File: config.mk
export PLATFORM = sky130hd
export DESIGN_NAME = usb_ddr3_stream_arbiter_flat
export DESIGN_NICKNAME = d
export VERILOG_FILES = /design/src/rtl/usb_ddr3_stream_arbiter_if.sv /design/src/rtl/usb_ddr3_stream_arbiter.sv /design/src/flat_wrapper.sv
export SDC_FILE = /design/constraint.sdc
export NUM_CORES = 1
export LEC_CHECK = 0
export BUFFER_PORTS_ARGS = -buffer_cell sky130_fd_sc_hd__buf_2
export CORE_MARGIN = 10
export CORE_UTILIZATION = 47
export DETAILED_ROUTE_END_ITERATION = 12
export PLACE_DENSITY = 0.86
export RECOVER_POWER = 50
export SLEW_MARGIN = 30
export SYNTH_ARGS = -nofsm -noshare
export SYNTH_HDL_FRONTEND = slang
export SYNTH_SLANG_ARGS = --single-unit
File: constraint.sdc
create_clock -name clock -period 1.9 [get_ports clock]
set_input_delay 0.38 -clock clock [delete_from_list [all_inputs] [get_ports clock]]
set_output_delay 0.38 -clock clock [all_outputs]
set_load 0.02 [all_outputs]
File: src/rtl/usb_ddr3_stream_arbiter_if.sv
// 8-bit AXI-Stream link used between the requesters, the arbiter and the
// DDR3 write-stream sink. The master drives data/valid, the slave drives ready.
interface usb_ddr3_stream_arbiter_if;
   logic       tvalid;
   logic       tready;
   logic       tkeep;
   logic       tlast;
   logic [7:0] tdata;

   modport master (
      output tvalid,
      output tkeep,
      output tlast,
      output tdata,
      input  tready
   );

   modport slave (
      input  tvalid,
      input  tkeep,
      input  tlast,
      input  tdata,
      output tready
   );
endinterface

File: src/rtl/usb_ddr3_stream_arbiter.sv
// Packet-granular round-robin arbiter sharing one DDR3 write-stream sink
// between USB bulk-out (s0) and a local pattern/loopback source (s1).
// A grant is held until the packet's tlast is accepted; packets longer than
// MAX_PACKET_LENGTH beats get a forced tlast and their tail is discarded.
module usb_ddr3_stream_arbiter #(
   parameter  int MAX_PACKET_LENGTH = 512,
   localparam int CBITS             = $clog2(MAX_PACKET_LENGTH) + 1
) (
   input  logic                         clock,
   input  logic                         reset,
   input  logic                         en0_i,
   input  logic                         en1_i,
   usb_ddr3_stream_arbiter_if.slave     s0,
   usb_ddr3_stream_arbiter_if.slave     s1,
   usb_ddr3_stream_arbiter_if.master    m,
   output logic [1:0]                   grant_o,
   output logic                         busy_o,
   output logic                         trunc_o
);

   typedef enum logic [1:0] {
      ST_IDLE = 2'd0,
      ST_BUSY = 2'd1,
      ST_DROP = 2'd2
   } state_t;

   // Count value of the last beat that may be forwarded in one packet.
   localparam logic [CBITS-1:0] LAST_BEAT = CBITS'(MAX_PACKET_LENGTH - 1);

   state_t           state_reg, state_next;
   logic [1:0]       grant_reg, grant_next;
   logic [CBITS-1:0] count_reg, count_next;
   logic             ptr_reg, ptr_next;      // 0 favours s0, 1 favours s1
   logic             trunc_reg, trunc_next;

   // Granted-source view (sel=1 means s1 owns the sink).
   logic             sel;
   logic             g_tvalid;
   logic             g_tlast;
   logic             g_tkeep;
   logic [7:0]       g_tdata;
   logic             req0, req1;
   logic             at_limit;
   logic             m_valid_c;
   logic             src_ready_c;

   assign sel      = grant_reg[1];
   assign g_tvalid = sel ? s1.tvalid : s0.tvalid;
   assign g_tlast  = sel ? s1.tlast  : s0.tlast;
   assign g_tkeep  = sel ? s1.tkeep  : s0.tkeep;
   assign g_tdata  = sel ? s1.tdata  : s0.tdata;

   assign req0     = s0.tvalid & en0_i;
   assign req1     = s1.tvalid & en1_i;
   assign at_limit = (count_reg == LAST_BEAT);

   // State, grant, beat count, priority pointer and truncation pulse.
   always_ff @(posedge clock) begin
      if (reset) begin
         state_reg <= ST_IDLE;
         grant_reg <= 2'b00;
         count_reg <= '0;
         ptr_reg   <= 1'b0;
         trunc_reg <= 1'b0;
      end else begin
         state_reg <= state_next;
         grant_reg <= grant_next;
         count_reg <= count_next;
         ptr_reg   <= ptr_next;
         trunc_reg <= trunc_next;
      end
   end

   // Arbitration, pass-through handshake and packet-end / truncation decisions.
   always_comb begin
      state_next  = state_reg;
      grant_next  = grant_reg;
      count_next  = count_reg;
      ptr_next    = ptr_reg;
      trunc_next  = 1'b0;
      m_valid_c   = 1'b0;
      src_ready_c = 1'b0;

      case (state_reg)
         ST_IDLE: begin
            if (req0 || req1) begin
               // s0 wins when it is the only requester or the pointer favours it.
               if (req0 && (!req1 || !ptr_reg)) begin
                  grant_next = 2'b01;
               end else begin
                  grant_next = 2'b10;
               end
               count_next = '0;
               state_next = ST_BUSY;
            end
         end

         ST_BUSY: begin
            m_valid_c   = g_tvalid;
            src_ready_c = m.tready;
            if (g_tvalid && m.tready) begin
               count_next = count_reg + CBITS'(1);
               if (g_tlast) begin
                  // Natural end of packet, including a tlast exactly on the limit.
                  state_next = ST_IDLE;
                  grant_next = 2'b00;
                  ptr_next   = ~sel;
               end else if (at_limit) begin
                  // Forced tlast went out; swallow the rest of the source packet.
                  trunc_next = 1'b1;
                  state_next = ST_DROP;
                  ptr_next   = ~ptr_reg;
               end
            end
         end

         ST_DROP: begin
            src_ready_c = 1'b1;
            if (g_tvalid && g_tlast) begin
               state_next = ST_IDLE;
               grant_next = 2'b00;
            end
         end

         default: begin
            state_next = ST_IDLE;
            grant_next = 2'b00;
         end
      endcase
   end

   assign m.tvalid  = m_valid_c;
   assign m.tdata   = g_tdata;
   assign m.tkeep   = g_tkeep;
   assign m.tlast   = (state_reg == ST_BUSY) & (g_tlast | at_limit);

   assign s0.tready = src_ready_c & ~sel;
   assign s1.tready = src_ready_c &  sel;

   assign grant_o   = grant_reg;
   assign busy_o    = (state_reg != ST_IDLE);
   assign trunc_o   = trunc_reg;

endmodule

File: src/flat_wrapper.sv
// flat-port wrapper written by rule: the top's interface ports become plain ports
module usb_ddr3_stream_arbiter_flat 
#(
   parameter  int MAX_PACKET_LENGTH = 512,
   localparam int CBITS             = $clog2(MAX_PACKET_LENGTH) + 1
)
  (clock, reset, en0_i, en1_i, grant_o, busy_o, trunc_o, s0_tvalid, s0_tkeep, s0_tlast, s0_tdata, s0_tready, s1_tvalid, s1_tkeep, s1_tlast, s1_tdata, s1_tready, m_tvalid, m_tkeep, m_tlast, m_tdata, m_tready);
  usb_ddr3_stream_arbiter_if s0_i ();
  usb_ddr3_stream_arbiter_if s1_i ();
  usb_ddr3_stream_arbiter_if m_i ();
  input  logic clock;
  input  logic reset;
  input  logic en0_i;
  input  logic en1_i;
  output logic [1:0] grant_o;
  output logic busy_o;
  output logic trunc_o;
  input wire logic [$bits(s0_i.tvalid)-1:0] s0_tvalid;
  input wire logic [$bits(s0_i.tkeep)-1:0] s0_tkeep;
  input wire logic [$bits(s0_i.tlast)-1:0] s0_tlast;
  input wire logic [$bits(s0_i.tdata)-1:0] s0_tdata;
  output wire logic [$bits(s0_i.tready)-1:0] s0_tready;
  input wire logic [$bits(s1_i.tvalid)-1:0] s1_tvalid;
  input wire logic [$bits(s1_i.tkeep)-1:0] s1_tkeep;
  input wire logic [$bits(s1_i.tlast)-1:0] s1_tlast;
  input wire logic [$bits(s1_i.tdata)-1:0] s1_tdata;
  output wire logic [$bits(s1_i.tready)-1:0] s1_tready;
  output wire logic [$bits(m_i.tvalid)-1:0] m_tvalid;
  output wire logic [$bits(m_i.tkeep)-1:0] m_tkeep;
  output wire logic [$bits(m_i.tlast)-1:0] m_tlast;
  output wire logic [$bits(m_i.tdata)-1:0] m_tdata;
  input wire logic [$bits(m_i.tready)-1:0] m_tready;
  assign s0_i.tvalid = s0_tvalid;
  assign s0_i.tkeep = s0_tkeep;
  assign s0_i.tlast = s0_tlast;
  assign s0_i.tdata = s0_tdata;
  assign s0_tready = s0_i.tready;
  assign s1_i.tvalid = s1_tvalid;
  assign s1_i.tkeep = s1_tkeep;
  assign s1_i.tlast = s1_tlast;
  assign s1_i.tdata = s1_tdata;
  assign s1_tready = s1_i.tready;
  assign m_tvalid = m_i.tvalid;
  assign m_tkeep = m_i.tkeep;
  assign m_tlast = m_i.tlast;
  assign m_tdata = m_i.tdata;
  assign m_i.tready = m_tready;
  usb_ddr3_stream_arbiter #(.MAX_PACKET_LENGTH(MAX_PACKET_LENGTH)) u_core (.clock(clock), .reset(reset), .en0_i(en0_i), .en1_i(en1_i), .s0(s0_i), .s1(s1_i), .m(m_i), .grant_o(grant_o), .busy_o(busy_o), .trunc_o(trunc_o));
endmodule
==> results.txt <==
The startpoint identified for the worst register-to-register timing path is u_core.grant_o[1]$_SDFFE_PP0P_. For the finished layout, the period the worst path requires is 1.86 ns. The ratio of routed vias to standard cells is 5.42. The violation count after the first detailed-routing iteration is 32. The final critical-path setup slack came out at 0.0354 ns. The number of synthesized register bits came out at 16. The number of nets with antenna violations after routing came out at 0. Combinational logic is responsible for 60.0% of the overall power. The total global-route track usage is 14.1%. The number of antenna violations at the first check in global routing is 0.

The worst ir drop on vdd came out at 0.691 mV. The critical path start-end classification is flip-flop to output pin. The die footprint came out at 4560 µm². The cell count after synthesis came out at 124. The met1 wire length came out at 1.19 mm. The highest clock rate came out at 536 MHz. Summed over all instances, the cell type with the most area after synthesis is sky130_fd_sc_hd__dfxtp_1. The switching power share of the total is 45.9%. TritonCTS created 3 clock buffers. The top routing layer in use is met4.

The TritonCTS clock tree is done. The max-capacitance violation count is 0. The count of filler cells inserted in the layout came out at 181.

The worst setup path is captured at an output pin. The worst hold slack came out at 0.322 ns. The number of remaining DRC errors is 0. The net switching power came out at 759 µW. The number of H-tree branching levels is 1. The max-slew violation total from the final report came out at 0. The maximum buffer depth of the clock tree came out at 2.

The synthesized design contains 0 enable-type register cells. The met3 wirelength from detailed routing is 322 µm. The area after detailed placement came out at 1300 µm². The average footprint of a synthesized cell came out at 8.57 µm². The power consumption came out at 1.65 mW. The setup slack at placement is 0.142 ns. The arrival time of the worst setup path is 1.48 ns.

The cell-internal power is 893 µW. The post-detailed-placement half-perimeter wirelength came out at 2.45 mm. The global-route wire length before repair came out at 4.99 mm. The count of pins on the block boundary came out at 44. The share of post-route cells with drive strength above 1 is 43.3%.

The remaining global-route overflow came out at 0. The post-layout net count is 203. The final wirelength came out at 3.16 mm. The starting density of the core came out at 48.5%. The clock sink count is 16. The run finished with clean final reports. STA puts the critical path data required time at 1.52 ns. The core area is 2190 µm². STA classifies the critical path startpoint as a flip-flop. The root buffer cell chosen for the clock tree is sky130_fd_sc_hd__clkbuf_4. The instance count along the most critical hold path came out at 2.

The transition at the pin with the smallest max-transition slack is 0.504 ns. In this run the worst path has a maximum fanout of 3. The finished layout cell area is 1410 µm². The final period utilization came out at 98.1%. The slack of the worst reg-to-reg path came out at 0.13 ns. The worst pin sits at a relative slew slack of 66.4%. Summing over every cut layer, the via total after detailed routing is 1078. The number of cells on the worst reg-to-reg path is 5. The unique cell type count in the Yosys netlist is 36. The part of the power in the clock network is 14.4%. The first-pass iteration count of the detailed router is 4. The count of endpoints failing hold in the final timing report came to 0. The worst hold path begins at reset.

In this run the biggest area consumer among cell types represents 30.2% of the synthesized area. The endpoint identified for the worst register-to-register timing path is u_core.state_reg[0]$_SDFFE_PP0P_. The cts-stage hold buffer count came out at 0. The multi-input combinational cell area is 732 µm².

The part of the total power dissipated in sequential elements came out at 25.6%. The total power density per cell area is 1170 nW/µm². Entering global routing, the biggest net connects 12 pins. The port buffer count is 43. The die is 67.5 µm wide. The signed area change from the synthesized netlist to the final layout is 32.7%. The terminating pin of the worst hold path is u_core.count_reg[0]$_SDFFE_PP0P_. The routed wirelength normalized by instance count is 15.9 µm. The clock input transition at the sequential cells of the worst setup and hold paths came out at 0.10 ns. The routability congestion estimate from global placement is 0.835. The fraction of registers with async set/reset came out at 0%.

Ranked by total cell area, the synthesized netlist is headed by sky130_fd_sc_hd__dfxtp_1, sky130_fd_sc_hd__mux2_2, sky130_fd_sc_hd__xor2_1. The clock skew after layout came out at 0.00295 ns. The area occupied by registers came out at 329 µm². The count of antenna diodes in the layout is 0.

The share of the Yosys chip area taken by registers is 30.2%. At the later pin of the worst-skew pair, clock insertion delay measures 0.30 ns. The via count of the first global-routing pass is 1110. The final total negative setup slack came out at 0 ns.

The height of the chip came out at 67.5 µm. The number of placement rows came out at 17. The register with the most flip-flops in the layout has 10 of them. The total nets after synthesis is 155. Setup violations remaining at the end of the flow were counted as 0.

The detailed-routed wire length on met2 came out at 1.56 mm. The most used flip-flop cell after synthesis is sky130_fd_sc_hd__dfxtp_1. The area of the mapped netlist is 1060 µm². The min-delay analysis places its worst path in the category primary input to flip-flop. In this run the static leakage power is 0.599 nW. The count of yosys warnings during synthesis is 0.
==> logic make-up after synthesis <==
kind of cell	count (synthesis)	share of synthesized area (%)
DFF	16	30.2
muxes	13	13.8
xor gates and xnor gates	8	6.60
AOI/OAI and AO/OA	20	14.5
adders and majority gates	4	4.71
and+or+nand+nor	51	24.5
buffers and inverters	12	5.77
==> timing repair <==
item,in CTS,in global routing
setup endpoints to repair,3,7
resized for setup,13,8
buffers inserted,0,1
pin swaps,1,1
==> power by group through the flow <==
stage	clock network (mW)	logic (mW)	registers, mW
3_5_place_dp	0	0.909	0.418
6_report	0.238	0.992	0.424
4_1_cts	0.240	0.946	0.418
2_1_floorplan	0	0.670	0.426
3_3_place_gp	0	0.883	0.414
5_1_grt	0.260	1.08	0.431
==> cell usage after synthesis, drive strengths merged, types with 2 or more instances <==
cell type	n
dfxtp	16
nor2	13
nand3	11
mux2	10
nand2	10
inv	8
xor2	7
a21oi	5
and2	4
ha	4
buf	3
mux2i	3
nand4	3
nor3	3
o21ai	3
and4	2
nand3b	2
o211ai	2
o31ai	2
==> area by class of cell <==
type,count,share of cell area (%)
Inverter,8,2.13
Sequential cell,16,23.3
Timing Repair Buffer,47,17.6
Clock buffer,4,2.57
Tap cell,28,2.48
Multi-Input combinational cell,96,51.9
==> how the worst max path moves through the flow <==
stage	startpoint	to	slack, ns	cells past startpoint
finish	u_core.count_reg[1]$_SDFFE_PP0P_	m_tlast	0.04	5
global placement	s0_tvalid	u_core.count_reg[1]$_SDFFE_PP0P_	0.20	6
floorplan	u_core.grant_o[1]$_SDFFE_PP0P_	m_tdata[0]	0.18	3
detailed placement	u_core.count_reg[0]$_SDFFE_PP0P_	m_tlast	0.14	5
CTS	u_core.grant_o[1]$_SDFFE_PP0P_	m_tlast	0.01	4
global route	u_core.count_reg[0]$_SDFFE_PP0P_	m_tlast	-0.02	5
==> worst max-delay path: stages, from the launching register on <==
cell and delay (ns):
sky130_fd_sc_hd__dfxtp_2 0.38, sky130_fd_sc_hd__ha_4 0.16, sky130_fd_sc_hd__and3_4 0.19, sky130_fd_sc_hd__nand3_2 0.11, sky130_fd_sc_hd__a21boi_2 0.19, sky130_fd_sc_hd__buf_6 0.14
==> routing by layer <==
layer / up-vias / track usage (%)
met3: 14 / 5.95
met4: 0 / 5.64
met2: 44 / 25.6
met1: 489 / 13.9
li1: 531 / -
met5: - / 0
==> stage by stage <==
| stage | instances | utilization (%) |
|---|---|---|
| 5_1_grt | 199 | 64.4 |
| 2_1_floorplan | 124 | - |
| 3_3_place_gp | 194 | 59.5 |
| 6_report | 199 | 64.4 |
| 4_1_cts | 198 | 63.3 |
| 3_5_place_dp | 194 | 59.5 |
==> cell usage in the layout (no fill, tap or decap), types with 4 or more instances in the layout <==
| cell | n |
|---|---|
| sky130_fd_sc_hd__a21oi_1 | 4 |
| sky130_fd_sc_hd__and2_1 | 4 |
| sky130_fd_sc_hd__buf_2 | 38 |
| sky130_fd_sc_hd__buf_4 | 4 |
| sky130_fd_sc_hd__dfxtp_1 | 11 |
| sky130_fd_sc_hd__dfxtp_2 | 4 |
| sky130_fd_sc_hd__inv_1 | 8 |
| sky130_fd_sc_hd__mux2_2 | 9 |
| sky130_fd_sc_hd__nand2_1 | 10 |
| sky130_fd_sc_hd__nand3_1 | 10 |
| sky130_fd_sc_hd__nor2_1 | 13 |
| sky130_fd_sc_hd__xor2_1 | 7 |
Power figures use the tool's default switching activity.
